$ cat src/rtl/max_tracker_pkg.sv
// rtl/max_tracker_pkg.sv - shared state encoding and default constants for max_tracker
//
// Purpose : state type and default parameter values shared by max_tracker
//           and its compare stage.
// Ports   : none (package).
package max_tracker_pkg;

  // Frame FSM: collecting samples, or presenting a finished result.
  typedef enum logic {
    ACCUM = 1'b0,
    HOLD  = 1'b1
  } state_e;

  localparam int unsigned DEF_WIDTH     = 4;
  localparam int unsigned DEF_FRAME_LEN = 8;

endpackage

$ cat src/rtl/max_cmp_stage.sv
// rtl/max_cmp_stage.sv - combinational compare-and-select of candidate vs current extreme
//
// Purpose : picks either the candidate (value, index) or the current
//           (value, index). The candidate wins when force_sel is set or when
//           it is strictly better: larger by default, smaller when INVERT=1.
//           Strict compare keeps the earlier index on ties.
// Ports   : force_sel - take the candidate unconditionally (first sample)
//           cand_val/cand_idx - incoming sample and its position
//           cur_val/cur_idx   - extreme held so far
//           sel_val/sel_idx   - selected extreme
module max_cmp_stage #(
  parameter int unsigned WIDTH  = 4,
  parameter int unsigned IDXW   = 3,
  parameter bit          INVERT = 1'b0
) (
  input  logic             force_sel,
  input  logic [WIDTH-1:0] cand_val,
  input  logic [IDXW-1:0]  cand_idx,
  input  logic [WIDTH-1:0] cur_val,
  input  logic [IDXW-1:0]  cur_idx,
  output logic [WIDTH-1:0] sel_val,
  output logic [IDXW-1:0]  sel_idx
);

  logic better;
  logic take;

  // Both operands are unsigned of equal width, so the compare cannot overflow.
  always_comb begin
    better = 1'b0;
    if (INVERT) begin
      better = (cand_val < cur_val);
    end else begin
      better = (cand_val > cur_val);
    end
  end

  assign take    = force_sel | better;
  assign sel_val = take ? cand_val : cur_val;
  assign sel_idx = take ? cand_idx : cur_idx;

endmodule

$ cat src/rtl/max_tracker.sv
// rtl/max_tracker.sv - per-frame maximum tracker with valid/ready handshakes
//
// Purpose : accepts FRAME_LEN unsigned samples per frame, then holds the
//           frame maximum, index of its first occurrence and an all-equal
//           flag until the consumer takes them.
// Config  : define MAX_TRACKER_MIN_EN to also track the minimum and the
//           index of its first occurrence.
// Ports   : clk, rst (synchronous, active-high)
//           in_valid/in_ready/in_data   - sample input handshake
//           out_valid/out_ready         - result output handshake
//           out_max, out_idx, out_all_eq - frame result
//           out_min, out_min_idx         - frame minimum (MAX_TRACKER_MIN_EN only)
module max_tracker
  import max_tracker_pkg::*;
#(
  parameter  int unsigned WIDTH     = DEF_WIDTH,
  parameter  int unsigned FRAME_LEN = DEF_FRAME_LEN,
  localparam int unsigned IDXW      = $clog2(FRAME_LEN)
) (
  input  logic             clk,
  input  logic             rst,
  input  logic             in_valid,
  output logic             in_ready,
  input  logic [WIDTH-1:0] in_data,
  output logic             out_valid,
  input  logic             out_ready,
  output logic [WIDTH-1:0] out_max,
  output logic [IDXW-1:0]  out_idx,
`ifdef MAX_TRACKER_MIN_EN
  output logic [WIDTH-1:0] out_min,
  output logic [IDXW-1:0]  out_min_idx,
`endif
  output logic             out_all_eq
);

  localparam logic [IDXW-1:0] LAST_IDX = IDXW'(FRAME_LEN - 1);

  state_e           state_q;
  logic [IDXW-1:0]  cnt_q;
  logic [WIDTH-1:0] max_q;
  logic [IDXW-1:0]  idx_q;
  logic             all_eq_q;
  logic [WIDTH-1:0] s0_q;      // sample 0 of the current frame, reference for all_eq

  logic             first;
  logic             last;
  logic [WIDTH-1:0] max_d;
  logic [IDXW-1:0]  idx_d;
  logic             all_eq_d;

  assign first = (cnt_q == '0);
  assign last  = (cnt_q == LAST_IDX);

  // Sample 0 compares against itself, so all_eq starts at 1 for a new frame.
  assign all_eq_d = first | (all_eq_q & (in_data == s0_q));

  max_cmp_stage #(
    .WIDTH  (WIDTH),
    .IDXW   (IDXW),
    .INVERT (1'b0)
  ) u_max_cmp (
    .force_sel (first),
    .cand_val  (in_data),
    .cand_idx  (cnt_q),
    .cur_val   (max_q),
    .cur_idx   (idx_q),
    .sel_val   (max_d),
    .sel_idx   (idx_d)
  );

`ifdef MAX_TRACKER_MIN_EN
  logic [WIDTH-1:0] min_q;
  logic [IDXW-1:0]  min_idx_q;
  logic [WIDTH-1:0] min_d;
  logic [IDXW-1:0]  min_idx_d;

  max_cmp_stage #(
    .WIDTH  (WIDTH),
    .IDXW   (IDXW),
    .INVERT (1'b1)
  ) u_min_cmp (
    .force_sel (first),
    .cand_val  (in_data),
    .cand_idx  (cnt_q),
    .cur_val   (min_q),
    .cur_idx   (min_idx_q),
    .sel_val   (min_d),
    .sel_idx   (min_idx_d)
  );

  always_ff @(posedge clk) begin
    if (rst) begin
      min_q     <= '0;
      min_idx_q <= '0;
    end else if ((state_q == ACCUM) && in_valid) begin
      min_q     <= min_d;
      min_idx_q <= min_idx_d;
    end
  end

  assign out_min     = min_q;
  assign out_min_idx = min_idx_q;
`endif

  // Frame FSM and accumulators. in_ready/out_valid decode directly from the
  // state register, so they are glitch-free registered outputs.
  always_ff @(posedge clk) begin
    if (rst) begin
      state_q  <= ACCUM;
      cnt_q    <= '0;
      max_q    <= '0;
      idx_q    <= '0;
      all_eq_q <= 1'b0;
      s0_q     <= '0;
    end else begin
      case (state_q)
        ACCUM: begin
          if (in_valid) begin
            max_q    <= max_d;
            idx_q    <= idx_d;
            all_eq_q <= all_eq_d;
            if (first) begin
              s0_q <= in_data;
            end
            if (last) begin
              cnt_q   <= '0;
              state_q <= HOLD;
            end else begin
              cnt_q <= cnt_q + IDXW'(1);
            end
          end
        end
        HOLD: begin
          if (out_ready) begin
            state_q <= ACCUM;
          end
        end
        default: state_q <= ACCUM;
      endcase
    end
  end

  assign in_ready   = (state_q == ACCUM);
  assign out_valid  = (state_q == HOLD);
  assign out_max    = max_q;
  assign out_idx    = idx_q;
  assign out_all_eq = all_eq_q;

endmodule

$ cat config.mk
export PLATFORM = sky130hd
export DESIGN_NAME = max_tracker
export DESIGN_NICKNAME = d
export VERILOG_FILES = /design/src/rtl/max_tracker_pkg.sv /design/src/rtl/max_cmp_stage.sv /design/src/rtl/max_tracker.sv
export SDC_FILE = /design/constraint.sdc
export NUM_CORES = 1
export LEC_CHECK = 0
export BUFFER_PORTS_ARGS = -buffer_cell sky130_fd_sc_hd__buf_4
export CAP_MARGIN = 20
export CORE_ASPECT_RATIO = 0.8
export CORE_MARGIN = 4
export CORE_UTILIZATION = 45
export DETAILED_ROUTE_END_ITERATION = 8
export GPL_TIMING_DRIVEN = 0
export PLACE_DENSITY = 0.66
export SYNTH_ARGS = -nofsm -noshare
export SYNTH_HDL_FRONTEND = slang
export SYNTH_HIERARCHICAL = 1
export SYNTH_SLANG_ARGS = --single-unit
$ cat constraint.sdc
create_clock -name clk -period 2.3 [get_ports clk]
set_clock_uncertainty 0.2 [all_clocks]
set_input_delay 0.115 -clock clk [delete_from_list [all_inputs] [get_ports clk]]
set_output_delay 0.115 -clock clk [all_outputs]
set_load 0.1 [all_outputs]
## Word level (Yosys, flattened, before mapping)

Index checks and enable logic that the tools add are counted.

| cells by class | value |
|---|---|
| add/subtract/negate cells | 1 |
| multiply operators | 0 |
| div/mod/pow operators | 0 |
| $lt $le $gt $ge | 1 |
| eq/ne operators | 2 |
| shifts and indexed selects | 0 |
| multiplexer cells | 5 |
| bitwise operators | 4 |
| reductions and logical operators | 4 |

Operators by type and width:

| operator | count |
|---|---|
| $reduce_and 3->1 | 2 |
| $eq 4x4->1 | 1 |
| $gt 4x4->1 | 1 |
| $add 3x1->3 const B | 1 |
| $eq 3x3->1 const B | 1 |
| $logic_not 3->1 | 1 |
| $mux 1 | 3 |
| $mux 3 | 1 |
| $or 1x1->1 | 2 |
| $pmux 1 s2 | 1 |
| $reduce_and 2->1 | 1 |
| $and 1x1->1 | 1 |
| $not 1->1 | 1 |

| storage, ports and cells | value |
|---|---|
| bits in registers | 16 |
| bits in latches | 0 |
| bits in writable memories | 0 |
| ROM bits | 0 |
| input bits | 8 |
| output and inout bits | 10 |
| logic and storage cells | 23 |
| memories | 0 |

## Depth between registers and ports, before layout

| depth | value |
|---|---|
| word-level depth | 4 |
| gate-level depth with buffers | 11 |
| depth with buffers taken out | 9 |

## Hierarchy

Netlist, hierarchy kept.

Modules (own cells, without submodules):

| module | times used | cells each | area each (µm²) | sequential area each (µm²) |
|---|---|---|---|---|
| max_tracker | 1 | 80 | 690.7 | 320.3 |
| max_cmp_stage | 1 | 64 | 395.4 | 0.0 |

## Worst setup path before layout

Ideal clock, no wire load.

| timing | value |
|---|---|
| path type | register to register |
| start point | register max_q[1], in the netlist out_max[1] |
| end point | register max_q[0], in the netlist out_max[0] |
| library setup time | 0.070 ns |
| arrival time | 2.504 ns |
| required time | 2.030 ns |
| path slack | -0.474 ns |
| stages on the path, launching flop included | 10 |
| path buffers | 1 |
| period minus slack after synthesis | 2.774 ns |
| cell sequence | dfxtp_1 > inv_1 > ha_1 > nor2b_4 > o211a_1 > buf_6 > or3b_1 > nand3_1 > nand2_1 > a21oi_1 |

| between the ends | value |
|---|---|
| longest elaborated chain between the ends | 3 |

RTL lines:

| item | line | RTL |
|---|---|---|
| start, declared | max_tracker.sv:40 | `logic [WIDTH-1:0] max_q;` |
| start signal, assigned | max_tracker.sv:119 | `max_q <= max_d;` |
| $gt 4x4->1 | max_cmp_stage.sv:34 | `better = (cand_val > cur_val);` |
| $or 1x1->1 | max_cmp_stage.sv:38 | `assign take = force_sel \| better;` |
| $reduce_and 3->1 (no line) | -- |  |

No other way between the ends.
A chain may end at the register's enable or synchronous reset.

## Final worst setup path

| timing | value |
|---|---|
| start point | input port in_data[1] |
| end point | register max_q[0], in the netlist out_max[0] |

| between the ends | value |
|---|---|
| longest elaborated chain between the ends | 3 |

RTL lines:

| item | line | RTL |
|---|---|---|
| start, declared | max_tracker.sv:24 | `input logic [WIDTH-1:0] in_data,` |
| $gt 4x4->1 | max_cmp_stage.sv:34 |  |
| $or 1x1->1 | max_cmp_stage.sv:38 |  |
| $reduce_and 3->1 (no line) | -- |  |

No other way between the ends.

==> run summary <==
run status -> finished clean
CP startpoint kind -> input port
Yosys cell types -> 27
ANT nets after route -> 0
DIE AREA -> 0.00327 sq mm
vias in the first global route -> 1050
CTS Buf Count -> 3
Multi-input gate area -> 707 sq um
Setup Total Neg Slack -> 0 ns
MaxCap Viol Count -> 0
via count -> 1093
total wire length -> 2700 um
core area -> 0.00223 sq mm
final setup margin -> 0.144 ns
reg2reg end -> out_idx[0]$_SDFFE_PP0P_
Final Cycle Share -> 93.7%
Final setup viols -> 0
Overflow after GRT -> 0
layout cell share with drive strength beyond 1 -> 21.8%
area grow syn2layout -> 25.1%
Max Clock Freq -> 464 MHz
min Tclk post-route -> 2.16 ns
Slew Limit Fails -> 0
critical path peak fanout -> 10
# fillers -> 189
# port buffers -> 16
Final Total Pwr -> 0.000792 W
RSZ-0062 raised after global routing -> no
worst-margin pin slew -> 0.609 ns
synthesized area -> 0.00109 sq mm
die height -> 51.9 um
Antenna Cells -> 0
net count after synthesis -> 159
Leak -> 0.564 nW
Hold EP -> out_max[0]$_SDFFE_PP0P_
CP required -> 2.33 ns
Worst-path clk slew -> 0.09 ns
flops & latches, synth -> 16
dpl hpwl -> 1850 um
Hold Path Depth -> 2
crit end category -> flop
max_slew headroom -> 58.8%
first-pass GRT wire length -> 4590 um
Fin. Hold Viols -> 0
H-tree levels -> 1
DIE WIDTH -> 62.9 um
Power Dens Cells -> 583 mW/mm^2
All-Layer GR Usage -> 17.9%
cell depth of the worst flop-to-flop path -> 11
Sink Count -> 16
worst skew pair latency -> 0.29 ns
Area after DPL -> 0.00125 sq mm
critical path class -> in2reg
Mapped Cells -> 144
Avg WL per Cell -> 13.8 um
Avg Cell Area, Syn -> 7.54 sq um
Clock Tree Buf Depth -> 2
post-synthesis sequential area ratio -> 29.5%
initial antenna violation count -> 0
Iter 0 DRT Violations -> 59
fin area -> 0.00136 sq mm
Place WS -> 0.0593 ns
Detailed Routing Iterations Pass 1 -> 4
final routed DRC violation total -> 0
I/O pin count -> 18
fin nets -> 186
Row Count -> 15
clk root buf -> clkbuf_4
worst hold path type -> in2reg
Vias/cell -> 5.61
hold slack -> 0.0186 ns
largest net degree at the start of global routing -> 11
GP Congestion -> 0.789
Initial Utilization -> 48.6%
setup bufs post-CTS -> 0
Arr. time, crit path -> 2.18 ns
Sequential Area -> 333 sq um
TritonCTS clock tree -> built
hold path start -> rst
Crit Reg-Reg Startpoint -> cnt_q[1]$_SDFFE_PP0P_
reg2reg setup slack -> 0.16 ns
Worst VDD drop -> 0.259 mV
Synth Warn # -> 6
## cell type report
class | instances | share of cell area, %
multi-input cells | 112 | 52.0
flip-flops and latches | 16 | 24.5
repair buffers | 22 | 13.3
plain buffers | 9 | 4.05
well taps | 25 | 2.30
clock buffers | 4 | 1.93
inverters | 7 | 1.93
## kinds of logic after synthesis
family,Yosys count,synth area share [%]
AND/OR/NAND/NOR,63,28.3
AO/OA/AOI/OAI,33,19.0
buffers and inverters,16,7.26
flip-flops,16,29.5
adder cells (fa/ha/maj),7,8.06
multiplexers,5,4.61
XOR/XNOR,4,3.23
## how the worst max path moves through the flow
stage / endpoint / start
after global routing: out_idx[1]$_SDFFE_PP0P_ / cnt_q[1]$_SDFFE_PP0P_
after floorplan: out_max[0]$_SDFFE_PP0P_ / out_max[1]$_SDFFE_PP0P_
after global placement: out_max[2]$_SDFFE_PP0P_ / out_max[3]$_SDFFE_PP0P_
final: out_max[0]$_SDFFE_PP0P_ / in_data[1]
after detailed placement: out_max[3]$_SDFFE_PP0P_ / out_max[3]$_SDFFE_PP0P_
after CTS: out_max[3]$_SDFFE_PP0P_ / out_max[3]$_SDFFE_PP0P_
## cells in the mapped netlist
cell type	n	area, sq um
nand3b_1	1	7.51
nor2b_4	1	13.8
nor2_1	10	37.5
mux2i_1	5	50.1
o22ai_1	1	6.26
a41oi_1	1	8.76
dfxtp_1	16	320
a21oi_1	11	55.1
clkbuf_1	4	15.0
buf_2	3	15.0
nand2_1	32	120
o211a_1	1	10.0
nor2b_1	3	18.8
xnor2_1	4	35.0
inv_1	7	26.3
o211ai_1	1	7.51
a32oi_1	3	26.3
nand3_1	5	25.0
or3b_1	4	35.0
and4bb_2	1	12.5
buf_6	2	22.5
a31oi_1	8	50.1
nand2b_1	5	31.3
nand4_1	1	6.26
o21ai_0	4	20.0
ha_1	7	87.6
o31ai_1	3	22.5
## layer usage
metal	up-vias	share of wire [%]	GRT usage (%)
met5	-	0	0
met4	0	1.0	5.49
met3	6	6.6	4.97
met2	40	47	33.6
met1	493	45	19.7
li1	554	-	-
## registers in the layout (all words and copies together) (netlist names)
| name | flops |
|---|---|
| out_idx | 3 |
| out_valid | 1 |
| s0_q | 4 |
| out_max | 4 |
| cnt_q | 3 |
| out_all_eq | 1 |
## per-stage QoR
stage | util (%) | instances
after detailed placement | 55.9 | 185
final | 60.8 | 195
after floorplan | - | 144
after global routing | 60.8 | 195
after global placement | 55.9 | 185
after CTS | 59.8 | 195
## power by group
part           internal [W]  switching [W]  leakage (nW)
clock network     0.0000675      0.0000943        0.0150
registers          0.000297      0.0000174         0.134
logic              0.000112       0.000203         0.415
total              0.000477       0.000315         0.564
## layout by cell type, fill, tap and decap left out
master          n
buf_2           3
inv_1           7
nand2b_1        5
clkbuf_4        3
ha_1            6
nand3_1         5
clkbuf_1        3
a41oi_1         1
dfxtp_1        10
xnor2_1         4
nand2_1        32
mux2i_1         5
dlygate4sd3_1   6
a32oi_1         3
ha_4            1
or3b_1          4
clkbuf_2        2
buf_6           2
nor2b_1         3
o22ai_1         1
a21oi_1         9
a21oi_2         2
o211a_1         1
nand4_1         1
and4bb_2        1
nor2_1         10
buf_4          16
nor2b_4         1
dfxtp_4         2
o31ai_1         3
o211ai_1        1
a31oi_1         8
dfxtp_2         4
o21ai_0         4
nand3b_1        1
## worst max-delay path, stage by stage
cell and delay [ns]:
dlygate4sd3_1 0.54, buf_4 0.17, ha_4 0.24, nor2b_4 0.12
o211a_1 0.22, buf_6 0.14, or3b_1 0.37, nand3_1 0.09
nand2_1 0.07, a21oi_2 0.11
## what timing repair did
action	4_1_cts	5_1_grt
hold buffers	6	0
endpoints found under the hold margin	6	0
setup endpoints to repair	0	7
resized for setup	0	8
No activity file was read; power rests on OpenSTA's default activity.
